File: src/rtl/interp_pkg.sv
// Shared types for the wavetable linear interpolator.
// Mode encoding and product width helper.
package interp_pkg;

  typedef enum logic [1:0] {
    LIN_TRUNC = 2'b00,
    LIN_ROUND = 2'b01,
    NEAREST   = 2'b10,
    HOLD      = 2'b11
  } interp_mode_t;

  // signed (WIDTH+1) difference times unsigned (FRAC_BITS+1) fraction
  function automatic int prod_width(
    input int width,
    input int frac_bits
  );
    return width + 1 + frac_bits + 1;
  endfunction

endpackage

File: src/rtl/interp_stage.sv
// Generic pipeline register: valid bit plus payload,
// advanced by a shared enable, cleared asynchronously.
module interp_stage #(
  parameter int DW = 8
) (
  input  logic          clk,
  input  logic          rst,
  input  logic          en,
  input  logic          in_valid,
  input  logic [DW-1:0] in_data,
  output logic          out_valid,
  output logic [DW-1:0] out_data
);

  always_ff @(posedge clk or posedge rst) begin
    if (rst) begin
      out_valid <= 1'b0;
      out_data  <= '0;
    end else if (en) begin
      out_valid <= in_valid;
      out_data  <= in_data;
    end
  end

endmodule

File: src/rtl/lin_interp_pipe.sv
// Three-stage linear interpolator with valid/ready flow
// control; one tuple per cycle, three cycles of latency.
module lin_interp_pipe
  import interp_pkg::*;
#(
  parameter int WIDTH     = 16,
  parameter int FRAC_BITS = 6,
  parameter int CH_BITS   = 5
) (
  input  logic                 Clk,
  input  logic                 Reset,
  input  logic                 IN_VALID,
  output logic                 IN_READY,
  input  logic [WIDTH-1:0]     SAMPLE_1,
  input  logic [WIDTH-1:0]     SAMPLE_2,
  input  logic [FRAC_BITS-1:0] FRAC,
  input  interp_mode_t         MODE,
  input  logic [CH_BITS-1:0]   CH_IN,
  output logic                 OUT_VALID,
  input  logic                 OUT_READY,
  output logic [WIDTH-1:0]     SAMPLE_OUT,
  output logic [CH_BITS-1:0]   CH_OUT
);

  localparam int PW = prod_width(WIDTH, FRAC_BITS);

  localparam logic [FRAC_BITS-1:0] HALF_F =
    {1'b1, {(FRAC_BITS-1){1'b0}}};

  localparam logic [PW-1:0] RND_K =
    PW'(2 ** (FRAC_BITS - 1));

  typedef struct packed {
    logic [WIDTH-1:0]     s1;
    logic [WIDTH:0]       d;
    logic [FRAC_BITS-1:0] frac;
    interp_mode_t         mode;
    logic [CH_BITS-1:0]   ch;
  } st1_t;

  typedef struct packed {
    logic [WIDTH-1:0]   s1;
    logic [PW-1:0]      term;
    logic               rnd;
    logic [CH_BITS-1:0] ch;
  } st2_t;

  typedef struct packed {
    logic [WIDTH-1:0]   sample;
    logic [CH_BITS-1:0] ch;
  } st3_t;

  logic en;
  logic v1;
  logic v2;
  st1_t st1_d;
  st1_t st1_q;
  st2_t st2_d;
  st2_t st2_q;
  st3_t st3_d;
  st3_t st3_q;

  assign en       = !OUT_VALID || OUT_READY;
  assign IN_READY = en;

  // difference is one bit wider so full-scale swings never wrap
  logic signed [WIDTH:0] d_in;

  assign d_in =
    $signed({SAMPLE_2[WIDTH-1], SAMPLE_2}) -
    $signed({SAMPLE_1[WIDTH-1], SAMPLE_1});

  always_comb begin
    st1_d      = '0;
    st1_d.s1   = SAMPLE_1;
    st1_d.d    = d_in;
    st1_d.frac = FRAC;
    st1_d.mode = MODE;
    st1_d.ch   = CH_IN;
  end

  interp_stage #(.DW($bits(st1_t))) u_s1 (
    .clk       (Clk),
    .rst       (Reset),
    .en        (en),
    .in_valid  (IN_VALID),
    .in_data   (st1_d),
    .out_valid (v1),
    .out_data  (st1_q)
  );

  logic signed [PW-1:0] d_ext;
  logic signed [PW-1:0] f_ext;
  logic signed [PW-1:0] prod;

  assign d_ext = PW'($signed(st1_q.d));
  assign f_ext = PW'($signed({1'b0, st1_q.frac}));
  assign prod  = d_ext * f_ext;

  // nearest picks S2 by feeding the whole difference forward
  always_comb begin
    st2_d      = '0;
    st2_d.s1   = st1_q.s1;
    st2_d.ch   = st1_q.ch;
    st2_d.term = '0;
    st2_d.rnd  = 1'b0;
    unique case (1'b1)
      (st1_q.mode == LIN_TRUNC): begin
        st2_d.term = prod;
      end
      (st1_q.mode == LIN_ROUND): begin
        st2_d.term = prod;
        st2_d.rnd  = 1'b1;
      end
      (st1_q.mode == NEAREST): begin
        if (st1_q.frac >= HALF_F)
          st2_d.term = d_ext <<< FRAC_BITS;
      end
      (st1_q.mode == HOLD): begin
        st2_d.term = '0;
      end
      default: begin
        st2_d.term = '0;
      end
    endcase
  end

  interp_stage #(.DW($bits(st2_t))) u_s2 (
    .clk       (Clk),
    .rst       (Reset),
    .en        (en),
    .in_valid  (v1),
    .in_data   (st2_d),
    .out_valid (v2),
    .out_data  (st2_q)
  );

  logic signed [PW-1:0] acc;

  assign acc =
    st2_q.term + (st2_q.rnd ? RND_K : '0);

  always_comb begin
    st3_d        = '0;
    st3_d.sample =
      st2_q.s1 + WIDTH'(acc >>> FRAC_BITS);
    st3_d.ch     = st2_q.ch;
  end

  interp_stage #(.DW($bits(st3_t))) u_s3 (
    .clk       (Clk),
    .rst       (Reset),
    .en        (en),
    .in_valid  (v2),
    .in_data   (st3_d),
    .out_valid (OUT_VALID),
    .out_data  (st3_q)
  );

  assign SAMPLE_OUT = st3_q.sample;
  assign CH_OUT     = st3_q.ch;

endmodule

File: config.mk
export PLATFORM = sky130hd
export DESIGN_NAME = lin_interp_pipe
export DESIGN_NICKNAME = d
export VERILOG_FILES = /design/src/rtl/interp_pkg.sv /design/src/rtl/interp_stage.sv /design/src/rtl/lin_interp_pipe.sv
export SDC_FILE = /design/constraint.sdc
export NUM_CORES = 1
export LEC_CHECK = 0
export CORE_UTILIZATION = 24
export DETAILED_ROUTE_END_ITERATION = 10
export PLACE_DENSITY = 0.45
export SLEW_MARGIN = 20
export SYNTH_ARGS = -nofsm -noshare
export SYNTH_HDL_FRONTEND = slang
export SYNTH_SLANG_ARGS = --single-unit
File: constraint.sdc
create_clock -name Clk -period 10.1 [get_ports Clk]
set_clock_uncertainty 0.15 [all_clocks]
set_input_delay 1.515 -clock Clk [delete_from_list [all_inputs] [get_ports Clk]]
set_output_delay 1.515 -clock Clk [all_outputs]
set_load 0.02 [all_outputs]
==> impl_metrics.json, run 1 <==
{
  "grt_pass1_vias": 6935,
  "grt_max_degree": 66,
  "setup.worst_path.class": "register to register",
  "fin_hold_ws_ns": 0.315,
  "port-buffer-count": 71,
  "die-area_um2": 37700,
  "syn_area_per_cell_um2": 8.85,
  "cts_tree": "done",
  "via_count": 6677,
  "viasPerCell": 4.37,
  "met3_usage_pct": 1.06,
  "crit_required_ns": 10.24,
  "timing_hold_violations_final": 0,
  "fin_nets": 1245,
  "yosysSeqAreaShare_pct": 30.7,
  "synth_area_um2": 8870,
  "fill_cells": 3887,
  "setup_tns_ns": 0,
  "antennaDiodeCount": 0,
  "ys_top_cells_by_count": "197 x nand2_1, 109 x dfrtp_1, 101 x inv_1",
  "path_max_fanout": 18,
  "grt.overflow.total": 0,
  "post-cts-setup-buffers": 0,
  "critPathCaptureType": "register",
  "critPathMaxStageDelay_ns": 0.70,
  "slowest_stage": "dfrtp_1",
  "wl_per_cell_um": 14.6,
  "gp_congestion": 0.788,
  "core_um2": 36500,
  "worst_slew_pin_slew_ns": 0.819,
  "post-route-min-period_ns": 5.56,
  "cp.arrival_ns": 5.71,
  "cts.root.buffer_cell": "clkbuf_16",
  "cp_cell_sequence": "and2_1 > fa_1 > fa_1 > fa_1 > inv_1 > fa_1 > inv_1 > ha_1 > and3_4 > a211o_1 > o221ai_2 > a41oi_2 > o21ai_2 > a211oi_1 > o21a_1 > or4b_1 > nand3_1",
  "grtUsageMet1_pct": 17.7,
  "fin_crit_sh_pct": 55.1,
  "dpl.hpwl_um": 17000,
  "start_util_pct": 24.3,
  "syn_to_final_growth_pct": 17.3,
  "status": "finished clean",
  "die-height_um": 194,
  "rows": 70,
  "grt_usage_pct": 12.5,
  "htree_levels": 3,
  "setup_slack_ns": 4.54,
  "synthFlopType": "dfrtp_1",
  "ios": 72,
  "wl_um": 22300,
  "max_freq_mhz": 180,
  "cap_viol_max_count": 0,
  "postRouteAntennaNets": 0,
  "synth-seq-cells": 109,
  "relSlewSlack_pct": 45.4,
  "place_ws_ns": 4.53,
  "cts_sinks": 109,
  "synth_edf_count": 0,
  "drcViolationCount": 0,
  "clk_pin_slew_ns": 0.09,
  "clk-insertion-delay-late_ns": 0.36,
  "yosysUniqueCellTypes": 59,
  "start_kind": "register",
  "grt_busiest_layer": "met2",
  "utilization_pct": 28.5,
  "synth_nets": 1192,
  "async_reset_ff_share_pct": 100,
  "synth_area_leader_cell": "dfrtp_1",
  "drt_first_pass_iters": 4,
  "yosysMostFrequentCell": "nand2_1",
  "antenna_found_initial": 0,
  "drt_iter0_drc": 310,
  "yosysWarnings": 0,
  "drv_slew": 0,
  "cts-resized-gates": 0,
  "numCtsBuffers": 9,
  "holdBufCountCts": 0,
  "rsz0062_at_grt": "false",
  "grt_pass1_wl_um": 37500,
  "globalRouteMet2Util_pct": 20.3,
  "dieWidth_um": 194,
  "syn_inst": 1003,
  "min_path_type": "register to register",
  "synth.area.top_cells": "dfrtp_1 31%, fa_1 15%, ha_1 10%",
  "synth_top_area_share_pct": 30.7,
  "drive_gt1_share_pct": 4.05,
  "setup_viol": 0,
  "cts_buffer_depth": 2,
  "cpMostUsedCell": "fa_1"
}
[flip-flops by register name (all words and copies together) (netlist names)]
name	flops
u_s2.out_valid	1
u_s3.out_data	21
u_s3.out_valid	1
u_s1.out_valid	1
u_s2.out_data	39
u_s1.out_data	46
[path summary, 6_finish.rpt]
kind                                    from                end  slack (ns)  depth (start not counted)
max in group asynchronous              Reset  u_s1.out_data[29]        7.08                          3
min reg2reg                u_s1.out_data[30]  u_s2.out_data[30]        0.31                          2
min in group asynchronous              Reset  u_s3.out_data[10]        1.44                          2
max                         u_s1.out_data[9]  u_s2.out_data[27]        4.54                         17
min                        u_s1.out_data[30]  u_s2.out_data[30]        0.31                          2
max reg2reg                 u_s1.out_data[9]  u_s2.out_data[27]        4.54                         17
[layout make-up]
class	instances	area (µm²)	share of cell area, %
clock buffer	10	239	2.30
timing repair buffer	76	748	7.19
inverter	103	390	3.75
tap	468	586	5.63
sequential	109	2730	26.2
multi-input combinational	757	5640	54.2
clock inverter	6	77.6	0.745
[placed cells by master, fill, tap and decap left out, types with 5 or more instances in the layout]
cell type          n
buf_4              5
fa_1              67
nor2b_1            8
xor2_1            27
nor3_1            20
o21ai_0           41
dfrtp_1          109
and3_1            12
and2_1            82
o21a_1            11
a21oi_1           56
nand3_1           16
xnor2_1           29
nand2_1          197
inv_1            100
clkbuf_16          9
a21o_1             5
a22oi_1            6
clkdlybuf4s50_1   71
ha_1              73
nand2b_1           7
nor2_1            43
[critical path: cells and delay by family, from the launching register on]
family	cells	cell delay, ns
compound gates	6	1.20
fa+ha+maj	5	2.31
buf+inv	2	0.09
flops	1	0.70
simple gates	4	1.03
[through the flow]
| step | cell area (µm²) | std cells |
|---|---|---|
| finish | 10400 | 1529 |
| global route | 10400 | 1529 |
| CTS | 10400 | 1529 |
| detailed placement | 10100 | 1513 |
| global placement | 10100 | 1513 |
| floorplan | 8870 | 1003 |
[per-layer routing]
| metal | vias up | wire length [µm] |
|---|---|---|
| met3 | 20 | 499 |
| met1 | 3211 | 11200 |
| li1 | 3351 | - |
| met2 | 95 | 10300 |
| met5 | - | 0 |
| met4 | 0 | 325 |
[cell families (layout without fill, tap and decap cells)]
family	count (synthesis)	in the layout	share of synthesized area [%]
xor gates and xnor gates	56	56	5.53
muxes	1	1	0.127
adders and majority gates	140	140	25.4
AOI/OAI and AO/OA	156	156	10.9
and+or+nand+nor	404	404	21.5
buffers and inverters	137	195	5.81
DFF	109	109	30.7
Power of run 1 is left out: the tool's default activity adds up to more than one toggle a clock period on the data nets, which glitch-free logic cannot reach.
==> run 2, diff against run 1 <==
Settings changed: PLACE_DENSITY 0.45 to 0.46.
Clock period 10.1 ns to 4.5 ns, I/O delays scaled along.
==> run 2 against run 1 <==
The run now ends with negative setup slack left. Sequential cell count unchanged. Worst hold slack got worse by 0.0027 ns. Fmax grew 9.6%. Global-route usage increased by 0.92 points. Cell count is 6.0% higher. Utilization up 3.0 points. Largest cell class unchanged. Non-clock buffer count is 91 higher. Critical path depth did not move. Sequential share of layout area shrank 2.4 points. Die area unchanged. Critical endpoint unchanged. Register-to-register slack got worse by 5.1 ns.
==> impl_metrics.json, run 2 (synthesis results as in run 1) <==
{
  "status": "complete, but fails checks",
  "violations": "negative setup slack",
  "via_count": 6983,
  "wl_per_cell_um": 14.7,
  "mostFrequentLayoutCells": "196 x nand2_1, 102 x dfrtp_1, 91 x inv_1, 79 x buf_4, 73 x and2_1",
  "fin_crit_sh_pct": 113,
  "cts_tree": "done",
  "die-height_um": 194,
  "gp_congestion": 0.830,
  "antennaDiodeCount": 0,
  "clk_pin_slew_ns": 0.08,
  "relSlewSlack_pct": 45.9,
  "htree_levels": 3,
  "setup_viol": 15,
  "cts_sinks": 109,
  "drv_slew": 0,
  "crit_required_ns": 4.65,
  "critPathCaptureType": "register",
  "cp.arrival_ns": 5.23,
  "cts_buffer_depth": 2,
  "clk-insertion-delay-late_ns": 0.36,
  "worst_slew_pin_slew_ns": 0.812,
  "numCtsBuffers": 9,
  "setup.worst_path.class": "register to register",
  "die-area_um2": 37700,
  "viasPerCell": 4.31,
  "timing_hold_violations_final": 0,
  "drt_first_pass_iters": 4,
  "final_area_um2": 11500,
  "start_kind": "register",
  "fin_hold_ws_ns": 0.312,
  "drive_gt1_share_pct": 17.1,
  "hold_path.startpoint": "u_s2.out_valid",
  "holdBufCountCts": 0,
  "biggestRegsByFlops": "u_s1.out_data (46), u_s2.out_data (39), u_s3.out_data (21)",
  "ios": 72,
  "place_ws_ns": -0.714,
  "r2r-start": "u_s1.out_data[8]",
  "grt.overflow.total": 0,
  "drcViolationCount": 0,
  "syn_to_final_growth_pct": 29.7,
  "final_common_cell": "nand2_1",
  "antenna_found_initial": 0,
  "grt_max_degree": 107,
  "wl_um": 23900,
  "port-buffer-count": 71,
  "grt_pass1_wl_um": 40300,
  "rows": 70,
  "startpoint": "u_s1.out_data[8]",
  "placed_cell_area_um2": 10700,
  "utilization_pct": 31.5,
  "grt_usage_pct": 13.4,
  "max_freq_mhz": 197,
  "postRouteAntennaNets": 0,
  "path_max_fanout": 8,
  "core_um2": 36500,
  "grt_pass1_vias": 7468,
  "min_path_type": "register to register",
  "fin_nets": 1336,
  "setup_slack_ns": -0.577,
  "drt_iter0_drc": 299,
  "largest_reg_flops": 46,
  "rsz0062_at_grt": "true",
  "regMostFlops": "u_s1.out_data",
  "dieWidth_um": 194,
  "cts.root.buffer_cell": "clkbuf_16",
  "cap_viol_max_count": 0,
  "start_util_pct": 24.3,
  "dpl.hpwl_um": 18400,
  "post-route-min-period_ns": 5.08
}
run 2: changes by cell type in the layout (fill, tap and decap cells not counted), sizes merged:
cell | before | now
buf | 5 | 96
bufinv | 1 | 0
clkinv | 3 | 4
run 2: critical path, stage by stage, from the launching register on:
cell and delay, ns:
dfrtp_2 0.48, and2_4 0.17, fa_1 0.55, fa_1 0.42
fa_1 0.50, inv_1 0.06, fa_1 0.54, inv_2 0.04
ha_4 0.21, and3_4 0.16, a211o_1 0.28, o221ai_4 0.18
a41oi_4 0.17, o21ai_2 0.20, a211oi_2 0.10, o21a_1 0.20
or4b_1 0.53, nand3_1 0.08
run 2: final timing paths:
kind | endpoint | cells after the start | slack (ns)
setup / recovery | u_s2.out_data[27] | 17 | -0.58
hold / removal | u_s2.out_valid | 2 | 0.31
setup reg to reg | u_s2.out_data[27] | 17 | -0.58
hold reg to reg | u_s2.out_valid | 2 | 0.31
max in group asynchronous | u_s1.out_data[8] | 3 | 2.74
min in group asynchronous | u_s3.out_data[6] | 2 | 0.66
run 2: routing by layer:
| layer | global-route usage, % | up-vias | part of all wire [%] |
|---|---|---|---|
| li1 | - | 3527 | - |
| met1 | 18.3 | 3379 | 50 |
| met2 | 22.8 | 65 | 48 |
| met3 | 1.69 | 12 | 1.8 |
| met4 | 2.56 | 0 | 1.0 |
| met5 | 0 | - | 0 |
run 2: layout make-up:
cell class / instances / area, µm²
Fill cell: 3804 / 25000
Multi-Input combinational cell: 757 / 5980
Sequential cell: 109 / 2740
Timing Repair Buffer: 167 / 1510
Tap cell: 468 / 586
Inverter: 103 / 390
Clock buffer: 10 / 239
Clock inverter: 6 / 63.8
run 2: stage by stage:
stage          instances  setup TNS [ns]
2_1_floorplan       1003           -2.29
3_3_place_gp        1587           -6.28
3_5_place_dp        1587           -6.83
4_1_cts             1620           -5.23
5_1_grt             1620           -7.98
6_report            1620           -4.83
run 2: what timing repair did:
action	CTS	global route
gates resized for setup	68	17
setup buffers	21	3
endpoints found under the setup margin	16	16
pin swaps	38	21
Power of run 2 is left out for the same reason.
